<file path="src/rtl/uart_pkg.sv">
// Shared UART definitions: receiver state encoding and oversampling constants.
// Imported by the RX feeder and reused by the future TX block.
package uart_pkg;

    localparam int DIV_W      = 16;
    localparam int OVS        = 16;
    localparam int MID_SAMPLE = 7;
    localparam int D_W        = 8;

    typedef enum logic [2:0] {
        ST_IDLE   = 3'd0,
        ST_START  = 3'd1,
        ST_DATA   = 3'd2,
        ST_PARITY = 3'd3,
        ST_STOP   = 3'd4,
        ST_BREAK  = 3'd5
    } uart_state_t;

endpackage

</file>
<file path="src/rtl/uart_rx_fifo_feeder_if.sv">
// Write-side port of the async RX FIFO as seen from the UART receiver.
// wrreq is a one-cycle strobe qualifying data; wrfull is the FIFO's registered
// full flag, and the producer must not strobe while it is high.
interface uart_rx_fifo_feeder_if #(
    parameter int D_W = 8
) ();
    logic           wrreq;
    logic [D_W-1:0] data;
    logic           wrfull;

    modport master (output wrreq, output data, input  wrfull);
    modport slave  (input  wrreq, input  data, output wrfull);
endinterface

</file>
<file path="src/rtl/uart_baud_tick.sv">
// Oversample tick generator: free-running divisor counter with a period of
// i_div+1 cycles, held at zero while disabled and restartable via i_reload.
module uart_baud_tick #(
    parameter int DIV_W = 16
) (
    input  logic             i_clk,
    input  logic             i_rst_n,
    input  logic             i_soft_rst_n,
    input  logic             i_en,
    input  logic             i_reload,
    input  logic [DIV_W-1:0] i_div,
    output logic             o_tick
);

    logic [DIV_W-1:0] r_cnt;

    always_ff @(posedge i_clk or negedge i_rst_n) begin
        if (!i_rst_n) begin
            r_cnt <= '0;
        end else if (!i_soft_rst_n || !i_en || i_reload) begin
            r_cnt <= '0;
        end else if (r_cnt == i_div) begin
            r_cnt <= '0;
        end else begin
            r_cnt <= r_cnt + 1'b1;
        end
    end

    assign o_tick = i_en && (r_cnt == i_div);

endmodule

</file>
<file path="src/rtl/uart_rx_fifo_feeder.sv">
// 16x-oversampling UART receiver (8N1 / 8E1 / 8O1) that pushes good bytes into
// the RX FIFO write port and keeps sticky framing/parity/overrun flags.
module uart_rx_fifo_feeder #(
    parameter int DIV_W = 16,
    parameter int OVS   = 16,
    parameter int D_W   = 8
) (
    input  logic                  wrclk,
    input  logic                  wr_rst,
    input  logic                  wr_soft_rst,
    input  logic                  rx_en,
    input  logic                  rxd,
    input  logic [DIV_W-1:0]      baud_div,
    input  logic                  parity_en,
    input  logic                  parity_odd,
    input  logic                  clr_err,
    uart_rx_fifo_feeder_if.master fifo,
    output logic                  busy,
    output logic                  frame_err,
    output logic                  parity_err,
    output logic                  overrun,
    output uart_pkg::uart_state_t dbg_state
);

    import uart_pkg::*;

    localparam int                ST_W     = $clog2(OVS);
    localparam int                IDX_W    = $clog2(D_W);
    localparam logic [ST_W-1:0]   ST_MID   = ST_W'(MID_SAMPLE);
    localparam logic [ST_W-1:0]   ST_LAST  = ST_W'(OVS - 1);
    localparam logic [IDX_W-1:0]  IDX_LAST = IDX_W'(D_W - 1);

    logic             r_rx_meta;
    logic             r_rxs;
    uart_state_t      r_state;
    logic [ST_W-1:0]  r_st;
    logic [IDX_W-1:0] r_idx;
    logic [D_W-1:0]   r_shift;
    logic             r_perr;
    logic             r_wrreq;
    logic [D_W-1:0]   r_data;
    logic             r_frame_err;
    logic             r_parity_err;
    logic             r_overrun;

    uart_state_t      w_state_nxt;
    logic [ST_W-1:0]  w_st_nxt;
    logic [IDX_W-1:0] w_idx_nxt;
    logic [D_W-1:0]   w_shift_nxt;
    logic             w_perr_nxt;
    logic             w_wrreq_nxt;
    logic [D_W-1:0]   w_data_nxt;
    logic             w_frame_err_nxt;
    logic             w_parity_err_nxt;
    logic             w_overrun_nxt;
    logic             w_tick;
    logic             w_reload;
    logic             w_mid;
    logic             w_end;

    always_ff @(posedge wrclk or negedge wr_rst) begin
        if (!wr_rst) begin
            r_rx_meta <= 1'b1;
            r_rxs     <= 1'b1;
        end else if (!wr_soft_rst) begin
            r_rx_meta <= 1'b1;
            r_rxs     <= 1'b1;
        end else begin
            r_rx_meta <= rxd;
            r_rxs     <= r_rx_meta;
        end
    end

    // Restarting the divisor on the start edge centres every sample on its bit.
    assign w_reload = rx_en && (r_state == ST_IDLE) && !r_rxs;

    uart_baud_tick #(
        .DIV_W (DIV_W)
    ) u_baud_tick (
        .i_clk        (wrclk),
        .i_rst_n      (wr_rst),
        .i_soft_rst_n (wr_soft_rst),
        .i_en         (rx_en),
        .i_reload     (w_reload),
        .i_div        (baud_div),
        .o_tick       (w_tick)
    );

    assign w_mid = w_tick && (r_st == ST_MID);
    assign w_end = w_tick && (r_st == ST_LAST);

    always_ff @(posedge wrclk or negedge wr_rst) begin
        if (!wr_rst) begin
            r_state      <= ST_IDLE;
            r_st         <= '0;
            r_idx        <= '0;
            r_shift      <= '0;
            r_perr       <= 1'b0;
            r_wrreq      <= 1'b0;
            r_data       <= '0;
            r_frame_err  <= 1'b0;
            r_parity_err <= 1'b0;
            r_overrun    <= 1'b0;
        end else begin
            r_state      <= w_state_nxt;
            r_st         <= w_st_nxt;
            r_idx        <= w_idx_nxt;
            r_shift      <= w_shift_nxt;
            r_perr       <= w_perr_nxt;
            r_wrreq      <= w_wrreq_nxt;
            r_data       <= w_data_nxt;
            r_frame_err  <= w_frame_err_nxt;
            r_parity_err <= w_parity_err_nxt;
            r_overrun    <= w_overrun_nxt;
        end
    end

    always_comb begin
        w_state_nxt      = r_state;
        w_st_nxt         = r_st;
        w_idx_nxt        = r_idx;
        w_shift_nxt      = r_shift;
        w_perr_nxt       = r_perr;
        w_wrreq_nxt      = 1'b0;
        w_data_nxt       = r_data;
        w_frame_err_nxt  = r_frame_err  & ~clr_err;
        w_parity_err_nxt = r_parity_err & ~clr_err;
        w_overrun_nxt    = r_overrun    & ~clr_err;

        if (w_tick) begin
            w_st_nxt = r_st + 1'b1;
        end

        unique case (r_state)
            ST_IDLE: begin
                w_st_nxt = '0;
                if (w_reload) begin
                    w_state_nxt = ST_START;
                    w_idx_nxt   = '0;
                    w_perr_nxt  = 1'b0;
                end
            end
            ST_START: begin
                if (w_mid && r_rxs) begin
                    w_state_nxt = ST_IDLE;
                end else if (w_end) begin
                    w_state_nxt = ST_DATA;
                end
            end
            ST_DATA: begin
                if (w_mid) begin
                    w_shift_nxt = {r_rxs, r_shift[D_W-1:1]};
                end
                if (w_end) begin
                    w_idx_nxt = r_idx + 1'b1;
                    if (r_idx == IDX_LAST) begin
                        w_state_nxt = parity_en ? ST_PARITY : ST_STOP;
                    end
                end
            end
            ST_PARITY: begin
                if (w_mid && (r_rxs != (^r_shift ^ parity_odd))) begin
                    w_perr_nxt = 1'b1;
                end
                if (w_end) begin
                    w_state_nxt = ST_STOP;
                end
            end
            ST_STOP: begin
                // Decide at mid-stop so a start bit right after the stop bit is caught.
                if (w_mid) begin
                    if (!r_rxs) begin
                        w_frame_err_nxt = 1'b1;
                        w_state_nxt     = ST_BREAK;
                    end else if (r_perr) begin
                        w_parity_err_nxt = 1'b1;
                        w_state_nxt      = ST_IDLE;
                    end else if (fifo.wrfull) begin
                        w_overrun_nxt = 1'b1;
                        w_state_nxt   = ST_IDLE;
                    end else begin
                        w_wrreq_nxt = 1'b1;
                        w_data_nxt  = r_shift;
                        w_state_nxt = ST_IDLE;
                    end
                end
            end
            ST_BREAK: begin
                if (r_rxs) begin
                    w_state_nxt = ST_IDLE;
                end
            end
            default: begin
                w_state_nxt = ST_IDLE;
            end
        endcase

        if (!rx_en) begin
            w_state_nxt = ST_IDLE;
            w_st_nxt    = '0;
            w_wrreq_nxt = 1'b0;
        end

        if (!wr_soft_rst) begin
            w_state_nxt      = ST_IDLE;
            w_st_nxt         = '0;
            w_idx_nxt        = '0;
            w_shift_nxt      = '0;
            w_perr_nxt       = 1'b0;
            w_wrreq_nxt      = 1'b0;
            w_data_nxt       = '0;
            w_frame_err_nxt  = 1'b0;
            w_parity_err_nxt = 1'b0;
            w_overrun_nxt    = 1'b0;
        end
    end

    assign fifo.wrreq = r_wrreq;
    assign fifo.data  = r_data;
    assign busy       = (r_state != ST_IDLE);
    assign frame_err  = r_frame_err;
    assign parity_err = r_parity_err;
    assign overrun    = r_overrun;
    assign dbg_state  = r_state;

endmodule

</file>
<file path="src/flat_wrapper.sv">
// flat-port wrapper written by rule: the top's interface ports become plain ports
module uart_rx_fifo_feeder_flat import uart_pkg::*;
#(
    parameter int DIV_W = 16,
    parameter int OVS   = 16,
    parameter int D_W   = 8
)
  (wrclk, wr_rst, wr_soft_rst, rx_en, rxd, baud_div, parity_en, parity_odd, clr_err, busy, frame_err, parity_err, overrun, dbg_state, fifo_wrreq, fifo_data, fifo_wrfull);
  uart_rx_fifo_feeder_if #(.D_W(D_W)) fifo_i ();
  input  logic wrclk;
  input  logic wr_rst;
  input  logic wr_soft_rst;
  input  logic rx_en;
  input  logic rxd;
  input  logic [DIV_W-1:0] baud_div;
  input  logic parity_en;
  input  logic parity_odd;
  input  logic clr_err;
  output logic busy;
  output logic frame_err;
  output logic parity_err;
  output logic overrun;
  output uart_pkg::uart_state_t dbg_state;
  output wire logic [$bits(fifo_i.wrreq)-1:0] fifo_wrreq;
  output wire logic [$bits(fifo_i.data)-1:0] fifo_data;
  input wire logic [$bits(fifo_i.wrfull)-1:0] fifo_wrfull;
  assign fifo_wrreq = fifo_i.wrreq;
  assign fifo_data = fifo_i.data;
  assign fifo_i.wrfull = fifo_wrfull;
  uart_rx_fifo_feeder #(.DIV_W(DIV_W), .OVS(OVS), .D_W(D_W)) u_core (.wrclk(wrclk), .wr_rst(wr_rst), .wr_soft_rst(wr_soft_rst), .rx_en(rx_en), .rxd(rxd), .baud_div(baud_div), .parity_en(parity_en), .parity_odd(parity_odd), .clr_err(clr_err), .fifo(fifo_i), .busy(busy), .frame_err(frame_err), .parity_err(parity_err), .overrun(overrun), .dbg_state(dbg_state));
endmodule
</file>
<file path="config.mk">
export PLATFORM = sky130hd
export DESIGN_NAME = uart_rx_fifo_feeder_flat
export DESIGN_NICKNAME = d
export VERILOG_FILES = /design/src/rtl/uart_pkg.sv /design/src/rtl/uart_rx_fifo_feeder_if.sv /design/src/rtl/uart_baud_tick.sv /design/src/rtl/uart_rx_fifo_feeder.sv /design/src/flat_wrapper.sv
export SDC_FILE = /design/constraint.sdc
export NUM_CORES = 1
export LEC_CHECK = 0
export CAP_MARGIN = 5
export CORE_MARGIN = 1.5
export CORE_UTILIZATION = 34
export DETAILED_ROUTE_END_ITERATION = 10
export PLACE_DENSITY_LB_ADDON = 0.1
export SYNTH_ARGS = -nofsm -noshare
export SYNTH_HDL_FRONTEND = slang
export SYNTH_SLANG_ARGS = --single-unit
</file>
<file path="constraint.sdc">
create_clock -name wrclk -period 3.07 [get_ports wrclk]
set_input_delay 0.614 -clock wrclk [delete_from_list [all_inputs] [get_ports wrclk]]
set_output_delay 0.614 -clock wrclk [all_outputs]
set_load 0.03 [all_outputs]
</file>
### After elaboration in Yosys (flattened, before gate mapping)

Cells that the tools add are included.
Widths: inputs -> output; s select.

* word-level logic and storage cells: 130
* output and inout port bits: 16
* bits of input ports: 25
* bits in registers: 49

* add/sub/neg operators: 3
* reduce and logical (&&, ||, !) cells: 20
* muxes and demuxes: 60
* equal/unequal tests: 29
* bitwise operators: 5

Operator list (count)
* $mux 8: 9
* $mux 3: 15
* $mux 16: 2
* $mux 1: 27
* $ne 4x3->1 const B: 5
* $pmux 3 s6: 1
* $add 16x1->16 const B: 1
* $eq 16x16->1: 1
* $mux 4: 4
* $eq 3x3->1 const B: 3
* $ne 2x1->1 const B: 4
* $reduce_xor 8->1: 1
* $logic_and 1x1->1: 7
* $reduce_and 7->1: 1
* $eq 3x2->1 const B: 2
* $ne 3x1->1 const B: 2
* $ne 3x2->1 const B: 2
* $pmux 3 s2: 1
* $reduce_and 3->1: 2
* $ne 5x3->1 const B: 1
* $reduce_and 5->1: 1
* $add 4x1->4 const B: 1
* $eq 4x3->1 const B: 1
* $eq 4x4->1 const B: 1
* other kinds (16): 22

### Logic depth before layout (Yosys ltp)

* word-level depth: 8
* depth in mapped cells: 9
* depth with buffers taken out: 8

### By module

A second synthesis with hierarchy kept.

* cells, all modules: 275
* area total of the unflattened synthesis: 2795.2 um^2

By module, submodules not included
* uart_rx_fifo_feeder: cells an instance 175, seq. area each 828.3 um^2, times used 1, area each 1783.0 um^2
* uart_baud_tick: cells an instance 100, seq. area each 400.4 um^2, times used 1, area each 1012.2 um^2

### Worst setup path after synthesis

OpenSTA, ideal clock, no wires.

* kind: reg2reg
* from: register u_core.r_state[2] (netlist: u_core.dbg_state[2])
* to: register u_core.r_idx[0]
* stages on the path, launching flop included: 8
* clock period less this slack: 2086 ps
* slack: 984 ps
* library setup time: 78 ps
* buffers on the path: 1
* data required time: 2992 ps
* arrival: 2009 ps
* cell sequence: dfrtp_1 > clkbuf_8 > inv_1 > nand3_1 > nor3b_2 > a21oi_1 > or4_1 > a21boi_1

* longest elaborated chain between the ends: 5
* elaborated cells on any way between the ends: 10
* classes of those cells: eq/ne: 4; mux: 2; reduce/logical: 4

RTL lines
* from (decl): line uart_rx_fifo_feeder.sv:35 `uart_state_t r_state;`
* from (signal assigned): line uart_rx_fifo_feeder.sv:105 `r_state <= w_state_nxt;`
* $logic_not 3->1: line uart_rx_fifo_feeder.sv:75, uart_rx_fifo_feeder.sv:134
* $logic_and 1x1->1 (2 in a row): line uart_rx_fifo_feeder.sv:75 `assign w_reload = rx_en && (r_state == ST_IDLE) && !r_rxs;`
* $ne 3x3->1 (no line)
* $reduce_and 3->1 (no line)
* to (signal assigned): line uart_rx_fifo_feeder.sv:107 `r_idx <= w_idx_nxt;`
* to (decl): line uart_rx_fifo_feeder.sv:37 `logic [IDX_W-1:0] r_idx;`

Several ways; a longest one is shown, not always the timed one.
A chain may end at the register's enable or synchronous reset.

### Worst setup path after layout

* from: register u_core.r_state[2] (netlist: u_core.dbg_state[2])
* to: output busy

* longest elaborated chain between the ends: 1

RTL lines
* $reduce_bool 3->1: line uart_rx_fifo_feeder.sv:220 `assign busy = (r_state != ST_IDLE);`
* to (decl): line flat_wrapper.sv:19 `output logic busy;`

Every way passes these cells.

==> impl_metrics.py <==
metrics = {
    "floorplan": {
        "num_rows": 32,
        "die_y_um": 93.1,
        "core_region_area_mm2": 0.00781,
        "initial_utilization_pct": 35.3,
        "dieWidth_um": 93.1,
        "fp.dieArea_mm2": 0.00866,
        "io_pins": 41,
    },
    "route": {
        "detail-route-antenna-nets": 0,
        "vias": 1998,
        "viasPerCell": 4.84,
        "drc": 0,
        "wire_per_inst_um": 13.9,
        "wirelength_um": 5730,
        "drt_iter0_markers": 56,
        "dr.pass1.iters": 4,
    },
    "timing": {
        "fin_tns_setup_ps": 0,
        "rsz0062_at_grt": "false",
        "drv_slew": 0,
        "clock_skew_ps": 16.9,
        "worst_pin_slew_ps": 651,
        "setup_violations": 0,
        "finalHoldViolCount": 0,
        "fin_crit_ps": 2510,
        "fin_crit_sh_pct": 81.7,
        "max_freq_mhz": 398,
        "relSlewSlack_pct": 56.6,
    },
    "cells_and_area": {
        "area_delta_synth_final_pct": 20.9,
        "utilization_pct": 42.7,
        "drive_gt1_share_pct": 9.00,
        "fill_cells": 787,
        "layout.area.seq_mm2": 0.00123,
        "nets": 339,
        "fin_cells": 413,
        "multi_input_area_mm2": 0.00142,
        "num_antenna_cells": 0,
    },
    "place": {
        "dp.cells": 405,
        "io_buffers": 40,
        "gp_congestion": 0.778,
        "dp_hpwl_um": 4000,
    },
    "synthesis": {
        "synth_most_common_cell": "dfrtp_1",
        "synth_area_leaders": "dfrtp_1 43%, xnor2_1 9.2%, mux2i_1 6.2%, nor2_1 4.1%, nor2b_1 4.1%",
        "yosysTopAreaCellShare_pct": 42.6,
        "yosys.area.top_type": "dfrtp_1",
        "synth-edff-count": 0,
        "ys.flop_type": "dfrtp_1",
        "synth_cells": 270,
        "yosys_warnings": 0,
        "synthesis.nets": 299,
        "mappedNetlistArea_mm2": 0.00276,
        "syn-mean-instance-area_um2": 10.2,
        "ys_seq_elements": 49,
        "synth_cell_types": 48,
        "async_flop_share_pct": 100,
        "yosysSeqAreaShare_pct": 44.6,
        "yosys-top-cells-count": "47 x dfrtp_1, 30 x nor2_1, 29 x xnor2_1",
    },
    "cts": {
        "cts-root-buf": "clkbuf_8",
        "cts_resized": 0,
        "clk_latency_ps": 320,
        "cts_tree": "yes",
        "clock_sinks": 49,
        "post_cts_buffers": 0,
        "cts.htree.levels": 2,
        "cts_buffers": 5,
        "path_clk_slew_ps": 100,
        "clk_path_buf_depth": 2,
        "holdBufCountCts": 0,
    },
    "critical_path": {
        "arrival_ps": 1900,
        "reg2reg_from": "u_core.u_baud_tick.r_cnt[0]",
        "slowest_stage": "clkdlybuf4s50_1",
        "cp.required_ps": 2460,
        "critPathLaunchType": "flop",
        "end_kind": "output port",
        "ff2ff_path_depth": 7,
        "slowest_delay_ps": 700,
        "path_cells": "inv_1 -> nand3_1 -> clkdlybuf4s50_1",
        "critPathKind": "flop to output port",
        "r2r_setup_slack_ps": 1100,
        "cp_max_fo": 11,
        "timing.rr.end": "u_core.r_idx[0]",
    },
    "global_route": {
        "grt.overflow.total": 0,
        "antenna_found_initial": 0,
        "first_global_vias": 2043,
        "grt_pass1_wl_um": 10100,
        "grt_max_degree": 50,
        "track_usage_pct": 15.0,
    },
    "pwr": {
        "p_leak_nw": 1.40,
        "power_density_mw_per_mm2": 373,
        "ir_drop_v": 0.000171,
    },
    "job": {
        "cap_violations": 0,
    },
    "outcome": {
        "status": "completed",
    },
    "hold_path": {
        "hp-class": "input pin to asynchronous set/reset pin",
    },
}
==> state kept, by name, summed over array words and instances, names as in the netlist <==
name                      flops
u_core.parity_err             1
u_core.r_rxs                  1
u_core.r_shift                8
u_core.r_perr                 1
u_core.r_st                   4
u_core.frame_err              1
u_core.dbg_state              3
u_core.r_idx                  3
u_core.u_baud_tick.r_cnt     16
u_core.fifo.wrreq             1
u_core.r_rx_meta              1
u_core.overrun                1
u_core.fifo.data              8
==> kinds of logic (layout without fill, tap and decap cells) <==
family          count (synthesis)  count (layout)  share of synthesized area, %
xor+xnor                       41              41                          13.0
mux                            17              17                          6.17
simple gates                  118             118                          23.5
flops                          49              49                          44.6
buf+inv                        16              57                          4.08
compound gates                 25              25                          6.90
fa+ha+maj                       4               4                          1.81
==> power by group <==
group | total [mW] | internal (mW) | switching, mW
registers | 0.653 | 0.649 | 0.00428
logic | 0.0974 | 0.0513 | 0.0462
clock network | 0.492 | 0.249 | 0.243
total | 1.24 | 0.949 | 0.294
==> per-layer routing <==
layer / vias up / routed length [um] / part of all wire (%) / track usage, %
met4: 0 / 71 / 1.2 / 4.55
li1: 993 / - / - / -
met1: 972 / 2910 / 51 / 21.2
met2: 26 / 2590 / 45 / 23.1
met5: - / 0 / 0 / 0
met3: 7 / 160 / 2.8 / 2.68
==> layout by cell type, fill, tap and decap left out, types with 4 or more instances in the layout <==
cell type	netlist	final
dfrtp_1	47	47
clkdlybuf4s50_1	0	39
nor2_1	30	30
xnor2_1	29	29
nand2_1	18	18
nor2b_1	18	18
mux2i_1	17	17
xor2_1	12	12
nand3_1	11	11
nand4_1	11	11
nand2b_1	7	7
inv_1	5	5
a21oi_1	5	5
a21boi_1	5	5
clkbuf_8	2	5
ha_1	4	4
buf_4	0	4
==> worst max path at each step <==
| stage | cells after the start | startpoint | slack (ps) | endpoint |
|---|---|---|---|---|
| after floorplan | 7 | u_core.dbg_state[2] | 980 | u_core.r_idx[0] |
| after global placement | 8 | baud_div[0] | 460 | u_core.r_idx[0] |
| after detailed placement | 8 | baud_div[0] | 430 | u_core.r_idx[0] |
| after CTS | 3 | u_core.dbg_state[2] | 550 | busy |
| after global routing | 3 | u_core.dbg_state[1] | 460 | busy |
| final | 3 | u_core.dbg_state[2] | 560 | busy |
==> worst max-delay path, delay by kind of cell, from the launching register on <==
family | cells | cell delay (ps)
flip-flops | 1 | 550
AND/OR/NAND/NOR | 1 | 190
buffers and inverters | 2 | 840
==> metrics by stage <==
step	setup slack [ps]	hold WS, ps	power [mW]	area, um^2
after CTS	550	442	1.27	3330
after global placement	456	473	0.766	3220
after detailed placement	425	480	0.766	3220
final	560	400	1.24	3330
after floorplan	984	318	0.709	2760
after global routing	464	466	1.30	3330
==> layout make-up <==
class | count | share of cell area (%)
inverter | 5 | 0.563
multi-input combinational | 205 | 42.5
sequential | 49 | 36.8
clock buffer | 5 | 2.06
timing repair buffer | 44 | 12.8
clock inverter | 3 | 1.46
tap | 102 | 3.83
Power figures use the tool's default switching activity.
